==> src/rtl/branch_predictor_if.sv <==
// Branch predictor bundle: fetch lookup, EX resolution update, flush and status.
interface branch_predictor_if;
    logic [31:0] lookup_pc;
    logic        pred_taken;
    logic [31:0] pred_target;
    logic        upd_en;
    logic [31:0] upd_pc;
    logic        upd_taken;
    logic [31:0] upd_target;
    logic        upd_pred_taken;
    logic [31:0] upd_pred_target;
    logic        mispredict;
    logic        flush_all;
    logic [31:0] miss_count;

    modport master (
        output lookup_pc, upd_en, upd_pc, upd_taken, upd_target,
        output upd_pred_taken, upd_pred_target, flush_all,
        input  pred_taken, pred_target, mispredict, miss_count
    );

    modport slave (
        input  lookup_pc, upd_en, upd_pc, upd_taken, upd_target,
        input  upd_pred_taken, upd_pred_target, flush_all,
        output pred_taken, pred_target, mispredict, miss_count
    );
endinterface

==> src/rtl/branch_predictor.sv <==
// Direct-mapped BTB with saturating direction counters and a
// saturating misprediction counter.
module branch_predictor #(
    parameter int ENTRIES  = 16,
    parameter int CNT_BITS = 2
) (
    input  logic                CLK,
    input  logic                nRST,
    branch_predictor_if.slave   bp
);
    localparam int IDX_BITS = $clog2(ENTRIES);
    localparam int TAG_BITS = 30 - IDX_BITS;

    localparam logic [CNT_BITS-1:0] CNT_MAX = '1;
    localparam logic [CNT_BITS-1:0] CNT_WT  = CNT_BITS'(1) << (CNT_BITS - 1);
    localparam logic [CNT_BITS-1:0] CNT_WNT = CNT_WT - CNT_BITS'(1);

    logic [ENTRIES-1:0]  valid_q, valid_d;
    logic [TAG_BITS-1:0] tag_q [ENTRIES];
    logic [TAG_BITS-1:0] tag_d [ENTRIES];
    logic [31:0]         tgt_q [ENTRIES];
    logic [31:0]         tgt_d [ENTRIES];
    logic [CNT_BITS-1:0] cnt_q [ENTRIES];
    logic [CNT_BITS-1:0] cnt_d [ENTRIES];
    logic [31:0]         miss_q, miss_d;

    logic [IDX_BITS-1:0] l_idx, u_idx;
    logic [TAG_BITS-1:0] l_tag, u_tag;
    logic                l_hit, u_hit, mp;

    logic unused_pc_bits;
    assign unused_pc_bits = ^{bp.lookup_pc[1:0], bp.upd_pc[1:0]};

    assign l_idx = bp.lookup_pc[IDX_BITS+1:2];
    assign l_tag = bp.lookup_pc[31:IDX_BITS+2];
    assign u_idx = bp.upd_pc[IDX_BITS+1:2];
    assign u_tag = bp.upd_pc[31:IDX_BITS+2];

    assign l_hit = valid_q[l_idx] && (tag_q[l_idx] == l_tag);
    assign u_hit = valid_q[u_idx] && (tag_q[u_idx] == u_tag);

    // Gated by nRST so the prediction is safe while reset is held
    assign bp.pred_taken  = nRST & l_hit & cnt_q[l_idx][CNT_BITS-1];
    assign bp.pred_target = bp.pred_taken ? tgt_q[l_idx]
                                          : bp.lookup_pc + 32'd4;

    assign mp = bp.upd_en &
                ((bp.upd_taken != bp.upd_pred_taken) |
                 (bp.upd_taken & bp.upd_pred_taken &
                  (bp.upd_target != bp.upd_pred_target)));
    assign bp.mispredict = mp;
    assign bp.miss_count = miss_q;

    always_comb begin
        valid_d = valid_q;
        tag_d   = tag_q;
        tgt_d   = tgt_q;
        cnt_d   = cnt_q;
        miss_d  = miss_q;
        if (bp.upd_en) begin
            if (u_hit) begin
                if (bp.upd_taken) begin
                    tgt_d[u_idx] = bp.upd_target;
                    if (cnt_q[u_idx] != CNT_MAX)
                        cnt_d[u_idx] = cnt_q[u_idx] + CNT_BITS'(1);
                end else if (cnt_q[u_idx] != '0) begin
                    cnt_d[u_idx] = cnt_q[u_idx] - CNT_BITS'(1);
                end
            end else if (bp.upd_taken) begin
                valid_d[u_idx] = 1'b1;
                tag_d[u_idx]   = u_tag;
                tgt_d[u_idx]   = bp.upd_target;
                cnt_d[u_idx]   = CNT_WT;
            end
        end
        if (bp.flush_all)
            valid_d = '0;
        if (mp && (miss_q != 32'hFFFF_FFFF))
            miss_d = miss_q + 32'd1;
    end

    always_ff @(posedge CLK) begin
        if (!nRST) begin
            valid_q <= '0;
            miss_q  <= '0;
            for (int i = 0; i < ENTRIES; i++) begin
                tag_q[i] <= '0;
                tgt_q[i] <= '0;
                cnt_q[i] <= CNT_WNT;
            end
        end else begin
            valid_q <= valid_d;
            miss_q  <= miss_d;
            for (int i = 0; i < ENTRIES; i++) begin
                tag_q[i] <= tag_d[i];
                tgt_q[i] <= tgt_d[i];
                cnt_q[i] <= cnt_d[i];
            end
        end
    end
endmodule

==> src/flat_wrapper.sv <==
// flat-port wrapper written by rule: the top's interface ports become plain ports
module branch_predictor_flat 
#(
    parameter int ENTRIES  = 16,
    parameter int CNT_BITS = 2
)
  (CLK, nRST, bp_lookup_pc, bp_upd_en, bp_upd_pc, bp_upd_taken, bp_upd_target, bp_upd_pred_taken, bp_upd_pred_target, bp_flush_all, bp_pred_taken, bp_pred_target, bp_mispredict, bp_miss_count);
  branch_predictor_if bp_i ();
  input  logic CLK;
  input  logic nRST;
  input wire logic [$bits(bp_i.lookup_pc)-1:0] bp_lookup_pc;
  input wire logic [$bits(bp_i.upd_en)-1:0] bp_upd_en;
  input wire logic [$bits(bp_i.upd_pc)-1:0] bp_upd_pc;
  input wire logic [$bits(bp_i.upd_taken)-1:0] bp_upd_taken;
  input wire logic [$bits(bp_i.upd_target)-1:0] bp_upd_target;
  input wire logic [$bits(bp_i.upd_pred_taken)-1:0] bp_upd_pred_taken;
  input wire logic [$bits(bp_i.upd_pred_target)-1:0] bp_upd_pred_target;
  input wire logic [$bits(bp_i.flush_all)-1:0] bp_flush_all;
  output wire logic [$bits(bp_i.pred_taken)-1:0] bp_pred_taken;
  output wire logic [$bits(bp_i.pred_target)-1:0] bp_pred_target;
  output wire logic [$bits(bp_i.mispredict)-1:0] bp_mispredict;
  output wire logic [$bits(bp_i.miss_count)-1:0] bp_miss_count;
  assign bp_i.lookup_pc = bp_lookup_pc;
  assign bp_i.upd_en = bp_upd_en;
  assign bp_i.upd_pc = bp_upd_pc;
  assign bp_i.upd_taken = bp_upd_taken;
  assign bp_i.upd_target = bp_upd_target;
  assign bp_i.upd_pred_taken = bp_upd_pred_taken;
  assign bp_i.upd_pred_target = bp_upd_pred_target;
  assign bp_i.flush_all = bp_flush_all;
  assign bp_pred_taken = bp_i.pred_taken;
  assign bp_pred_target = bp_i.pred_target;
  assign bp_mispredict = bp_i.mispredict;
  assign bp_miss_count = bp_i.miss_count;
  branch_predictor #(.ENTRIES(ENTRIES), .CNT_BITS(CNT_BITS)) u_core (.CLK(CLK), .nRST(nRST), .bp(bp_i));
endmodule
==> config.mk <==
export PLATFORM = sky130hd
export DESIGN_NAME = branch_predictor_flat
export DESIGN_NICKNAME = d
export VERILOG_FILES = /design/src/rtl/branch_predictor_if.sv /design/src/rtl/branch_predictor.sv /design/src/flat_wrapper.sv
export SDC_FILE = /design/constraint.sdc
export NUM_CORES = 2
export LEC_CHECK = 0
export CAP_MARGIN = 20
export CORE_MARGIN = 2
export CORE_UTILIZATION = 40
export DETAILED_ROUTE_END_ITERATION = 6
export MAX_ROUTING_LAYER = met4
export PLACE_DENSITY = 0.6
export SETUP_SLACK_MARGIN = 0.3
export SLEW_MARGIN = 20
export SYNTH_ARGS = -nofsm -noshare
export SYNTH_HDL_FRONTEND = slang
export SYNTH_SLANG_ARGS = --single-unit
export TNS_END_PERCENT = 5
==> constraint.sdc <==
create_clock -name CLK -period 11.1 [get_ports CLK]
set_input_delay 2.22 -clock CLK [delete_from_list [all_inputs] [get_ports CLK]]
set_output_delay 2.22 -clock CLK [all_outputs]
set_load 0.02 [all_outputs]
Word-level counts from Yosys, hierarchy flattened
Index checks and enable logic that the tools add are counted.
W data, S select, Z words.
{ "classes": {"bitwise": 14, "mux": 37, "n_eq_ne": 7, "order_cmp": 6, "addsub": 4, "n_reduce_logical": 12} }
{ "op_table": {"columns": ["op", "n"], "rows": [
  ["$bwmux W512", 1],
  ["$bwmux W416", 1],
  ["$mux W32", 9],
  ["$bmux W26 S4", 2],
  ["$mux W26", 5],
  ["$bmux W32 S4", 1],
  ["$demux W32 S4", 1],
  ["$demux W26 S4", 1],
  ["$bwmux W32", 2],
  ["$eq A26 B26 Y1", 2],
  ["$add A32 B1 Y32 const B", 1],
  ["$add A32 B3 Y32 const B", 1],
  ["$ne A32 B32 Y1", 1],
  ["$ne A32 B32 Y1 const B", 1],
  ["$or A16 B16 Y16", 2],
  ["$and A16 B16 Y16", 1],
  ["$bmux W2 S4", 2],
  ["$not A16 Y16", 1],
  ["$ge A5 B5 Y1 const B", 2],
  ["$lt A4 B5 Y1 const B", 2],
  ["$mux W2", 5],
  ["$not A4 Y5", 2],
  ["$bmux W1 S4", 2],
  ["$demux W2 S4", 1],
  ["other kinds (18)", 31]
]} }
{ "word_totals": {"elab_cells": 130, "register_bits": 1008, "inputBits": 134} }

Depth between registers and ports, before layout
{ "depth": {"depth_word": 9, "depth_mapped": 18} }

Worst setup path before layout
No wires, ideal clock.
{ "synth_path": {"path_type": "input port to output port", "start": "input bp_lookup_pc[2]", "end": "output bp_pred_target[2]", "setup_slack_ps": 3179, "t_arrival_ps": 5701, "path_buffers": 4, "stages": 10, "t_required_ps": 8880, "path_cell_list": "buf_2 -> buf_2 -> buf_1 -> mux4_2 -> mux4_2 -> xnor2_1 -> nand4_1 -> nor4_2 -> buf_2 -> mux2i_1"} }
{ "synth_via": {"elab_chain_len": 9, "word_cells_on_any_way": 18} }
{ "synth_lines": {"columns": ["item", "line", "source"], "rows": [
  ["start, declared", "flat_wrapper.sv:11", "input wire logic [$bits(bp_i.lookup_pc)-1:0] bp_lookup_pc;"],
  ["$not A4 Y5 (not written as such)", "branch_predictor.sv:39, branch_predictor.sv:43, branch_predictor.sv:44", null],
  ["$bmux W26 S4", "branch_predictor.sv:39", "assign l_hit = valid_q[l_idx] && (tag_q[l_idx] == l_tag);"],
  ["$mux W26 (not written as such) (2 in series)", "branch_predictor.sv:39", null],
  ["$eq A26 B26 Y1", "branch_predictor.sv:39", null],
  ["$logic_and A1 B1 Y1", "branch_predictor.sv:39", null],
  ["$and A1 B1 Y1 (2 in series)", "branch_predictor.sv:43", "assign bp.pred_taken = nRST & l_hit & cnt_q[l_idx][CNT_BITS-1];"],
  ["$mux W32 (*)", "branch_predictor.sv:44", "assign bp.pred_target = bp.pred_taken ? tgt_q[l_idx]"],
  ["end, declared", "flat_wrapper.sv:20", "output wire logic [$bits(bp_i.pred_target)-1:0] bp_pred_target;"]
]} }
Mark *: on every way between the ends. The rest lies on a longest branch, timed or not. The select of a mux whose other input is x is not followed.

Worst setup path after layout
{ "layout_path": {"start": "input bp_lookup_pc[2]", "end": "output bp_pred_target[18]"} }
The elaborated chain is that of the path after synthesis.

==> impl_metrics.tcl <==
set metrics [dict create \
    dpl_worst_slack_ns 1.51 \
    cp.required_ns 8.88 \
    core-area_um2 123000 \
    fin_tns_setup_ns 0 \
    hp-class "reg -> reg" \
    grt_max_degree 241 \
    critPathLaunchType "primary input" \
    status "finished, violations left" \
    whs_ns 0.451 \
    p_per_area_nw_per_um2 146 \
    top_usage_layer "met2" \
    area_growth_pct 12.4 \
    yosys_warnings 0 \
    netlist_instances 5694 \
    synth_mux_area_frac 0.193 \
    seqCellArea_um2 20200 \
    worst_slack_ns 1.38 \
    seq_area_frac_synth 0.406 \
    place_congestion 0.885 \
    numPortBuffers 197 \
    critPathMaxFanout 54 \
    path_clk_slew_ns 0.06 \
    cts_hold_buffers 0 \
    grt_pass1_wl_mm 286 \
    multiInputGateArea_um2 27000 \
    start_util 0.402 \
    finalMaxSlewViolations 0 \
    clockPowerShare 0.474 \
    vias_per_cell 6.34 \
    vias 45400 \
    finalCritPeriodShare 0.876 \
    grt_use_met1 0.414 \
    violations "DRC" \
    max_freq_ghz 0.103 \
    post_cts_buffers 0 \
    irDropWorstVdd_mv 0.148 \
    rows 129 \
    synth_fa_ha_area_frac 0.00126 \
    max_cap_viol_count 0 \
    relSlewSlack 0.162 \
    die_y_um 356 \
    layout-drive-gt1-share 0.129 \
    clock_latency_ns 0.72 \
    die_width_um 356 \
    utilization 0.452 \
    synth_nets 5833 \
    dp.final_hpwl_mm 106 \
    grt_util_met2 0.457 \
    synth-simple-area-share 0.157 \
    p_int_uw 6110 \
    finalHoldViolations 0 \
    synth_top_flop_cell "dfxtp_1" \
    fill_cells 11800 \
    seqPwrFrac 0.449 \
    dr.pass1.iters 7 \
    setup_violations 0 \
    worst_pin_slew_ns 1.25 \
    antenna_found_initial 12 \
    wire_per_inst_um 27.3 \
    cts.path.max_buffers 3 \
    cts-root-buf "clkbuf_16" \
    synth_compound_area_frac 0.163 \
    dieArea_um2 127000 \
    finalCriticalPeriod_ns 9.72 \
    endpoint_kind "output port" \
    nets 5570 \
    worstSetupPathType "in -> out" \
    synth.cell_area_um2 49700 \
    p_leak_uw 0.0175 \
    use_met3 0.0584 \
    antenna_left 0 \
    ctsResizeCount 0 \
    gr-total-overflow 0 \
    io_pins 200 \
    cts_tree "built" \
    yosys.area_share.xor_xnor 0.0238 \
    netSwitchingPower_uw 2040 \
    async_flop_share 0 \
    total_power_uw 8150 \
    grt_pass1_vias 42200 \
    critPathArrivalTime_ns 7.50 \
    synth.avg_cell_area_um2 8.73 \
    drt-total-wl_mm 196 \
    ys_ff_latch 1008 \
    cts_buffers 109 \
    rsz0062_at_grt "no" \
    drt-initial-drc-count 7045 \
    cts_max_level 3 \
    cts.sinks 1008 \
    swShare 0.250 \
    share_comb_of_total_power 0.077 \
    synth_edf_count 0 \
    synth_top_family_by_area "multiplexers" \
    yosysUniqueCellTypes 60 \
    skew_ns 0.0333 \
    drcViolationCount 1 \
    grt_usage 0.308 \
]
==> cell usage after synthesis (28+ instances only) <==
cell type,instances,share of area
buf_1,65,0.0049
mux4_2,382,0.17
nand4_1,28,0.0035
a21oi_1,968,0.098
xor2_1,68,0.012
clkbuf_1,527,0.040
o21ai_0,481,0.048
nor2_1,67,0.0051
xnor2_1,67,0.012
dfxtp_1,1008,0.41
mux2i_1,86,0.017
nand3_1,456,0.046
buf_2,52,0.0052
nor3_1,40,0.0040
nand2_1,1135,0.086
inv_1,36,0.0027
==> through the flow <==
step / cells / cell area [um2]
2_1_floorplan: 5694 / 49700
3_3_place_gp: 6957 / 52100
3_5_place_dp: 6957 / 52100
4_1_cts: 7156 / 55800
5_1_grt: 7165 / 55800
6_report: 7167 / 55800
==> cell families after synthesis <==
group | count (synthesis)
multiplexers | 481
XOR/XNOR | 135
buffers and inverters | 696
AND/OR/NAND/NOR | 1816
flip-flops | 1008
AO/OA/AOI/OAI | 1553
adder cells (fa/ha/maj) | 5
==> worst max-delay path: stages <==
cell             delay (ns)
buf_8                  0.49
buf_12                 0.37
mux4_2                 0.57
mux4_2                 0.58
xor2_1                 0.18
nor4_1                 0.52
nand4_1                0.23
nor4_4                 0.31
buf_4                  0.34
buf_4                  0.42
nand2_1                0.08
o21ai_0                0.26
clkdlybuf4s50_1        0.75
==> layout make-up <==
type / instances / area share
repair buffers: 284 / 0.0483
diodes: 11 / 0.000493
inverters: 38 / 0.00269
clock buffers: 161 / 0.0587
well taps: 1637 / 0.0367
clock inverters: 38 / 0.00860
flip-flops and latches: 1008 / 0.361
multi-input cells: 3990 / 0.483
==> final timing paths <==
path                                  start                             end  slack (ns)  cells past startpoint
max                         bp_lookup_pc[2]              bp_pred_target[18]        1.38                     13
min          u_core.tgt_q[259]$_SDFFE_PN0P_  u_core.tgt_q[259]$_SDFFE_PN0P_        0.45                      2
max reg2reg  u_core.tag_q[415]$_SDFFE_PN0P_   u_core.tag_q[73]$_SDFFE_PN0P_        5.69                     11
min reg2reg  u_core.tgt_q[259]$_SDFFE_PN0P_  u_core.tgt_q[259]$_SDFFE_PN0P_        0.45                      2
==> registers in the layout, summed over array words and instances (netlist names) <==
name and flops:
u_core.tgt_q 512, u_core.tag_q 416, u_core.valid_q 16, u_core.cnt_q 32
u_core.bp.miss_count 32
==> power by group through the flow <==
stage          registers, uW  logic, uW  clock network [uW]
2_1_floorplan           3740        375                   0
3_3_place_gp            3740        613                   0
3_5_place_dp            3740        613                   0
4_1_cts                 3660        615                3880
5_1_grt                 3660        652                4020
6_report                3660        628                3860
==> placed cells by master, fill, tap and decap left out, types with 13 or more instances in the layout <==
| cell | count |
|---|---|
| nor4_1 | 13 |
| clkbuf_1 | 20 |
| inv_1 | 36 |
| clkdlybuf4s50_1 | 189 |
| or3_1 | 15 |
| mux4_2 | 382 |
| nand3_1 | 456 |
| clkbuf_8 | 29 |
| xnor2_1 | 67 |
| a21oi_1 | 968 |
| clkinv_2 | 18 |
| a22oi_1 | 17 |
| nor3_1 | 37 |
| dfxtp_1 | 1008 |
| clkbuf_16 | 112 |
| nor2_1 | 54 |
| o21ai_0 | 481 |
| nor2_4 | 13 |
| and3_1 | 13 |
| mux2i_1 | 86 |
| nand2_1 | 1122 |
| xor2_1 | 68 |
| nand2_4 | 13 |
| mux2_2 | 13 |
| o221ai_1 | 15 |
| nand4_1 | 28 |
| buf_4 | 84 |
==> layer usage <==
metal | share of wire | routed length [um]
met3 | 0.12 | 22600
met5 | 0 | 0
met4 | 0.047 | 9130
met2 | 0.44 | 86600
met1 | 0.40 | 77400
Power figures use the tool's default switching activity.
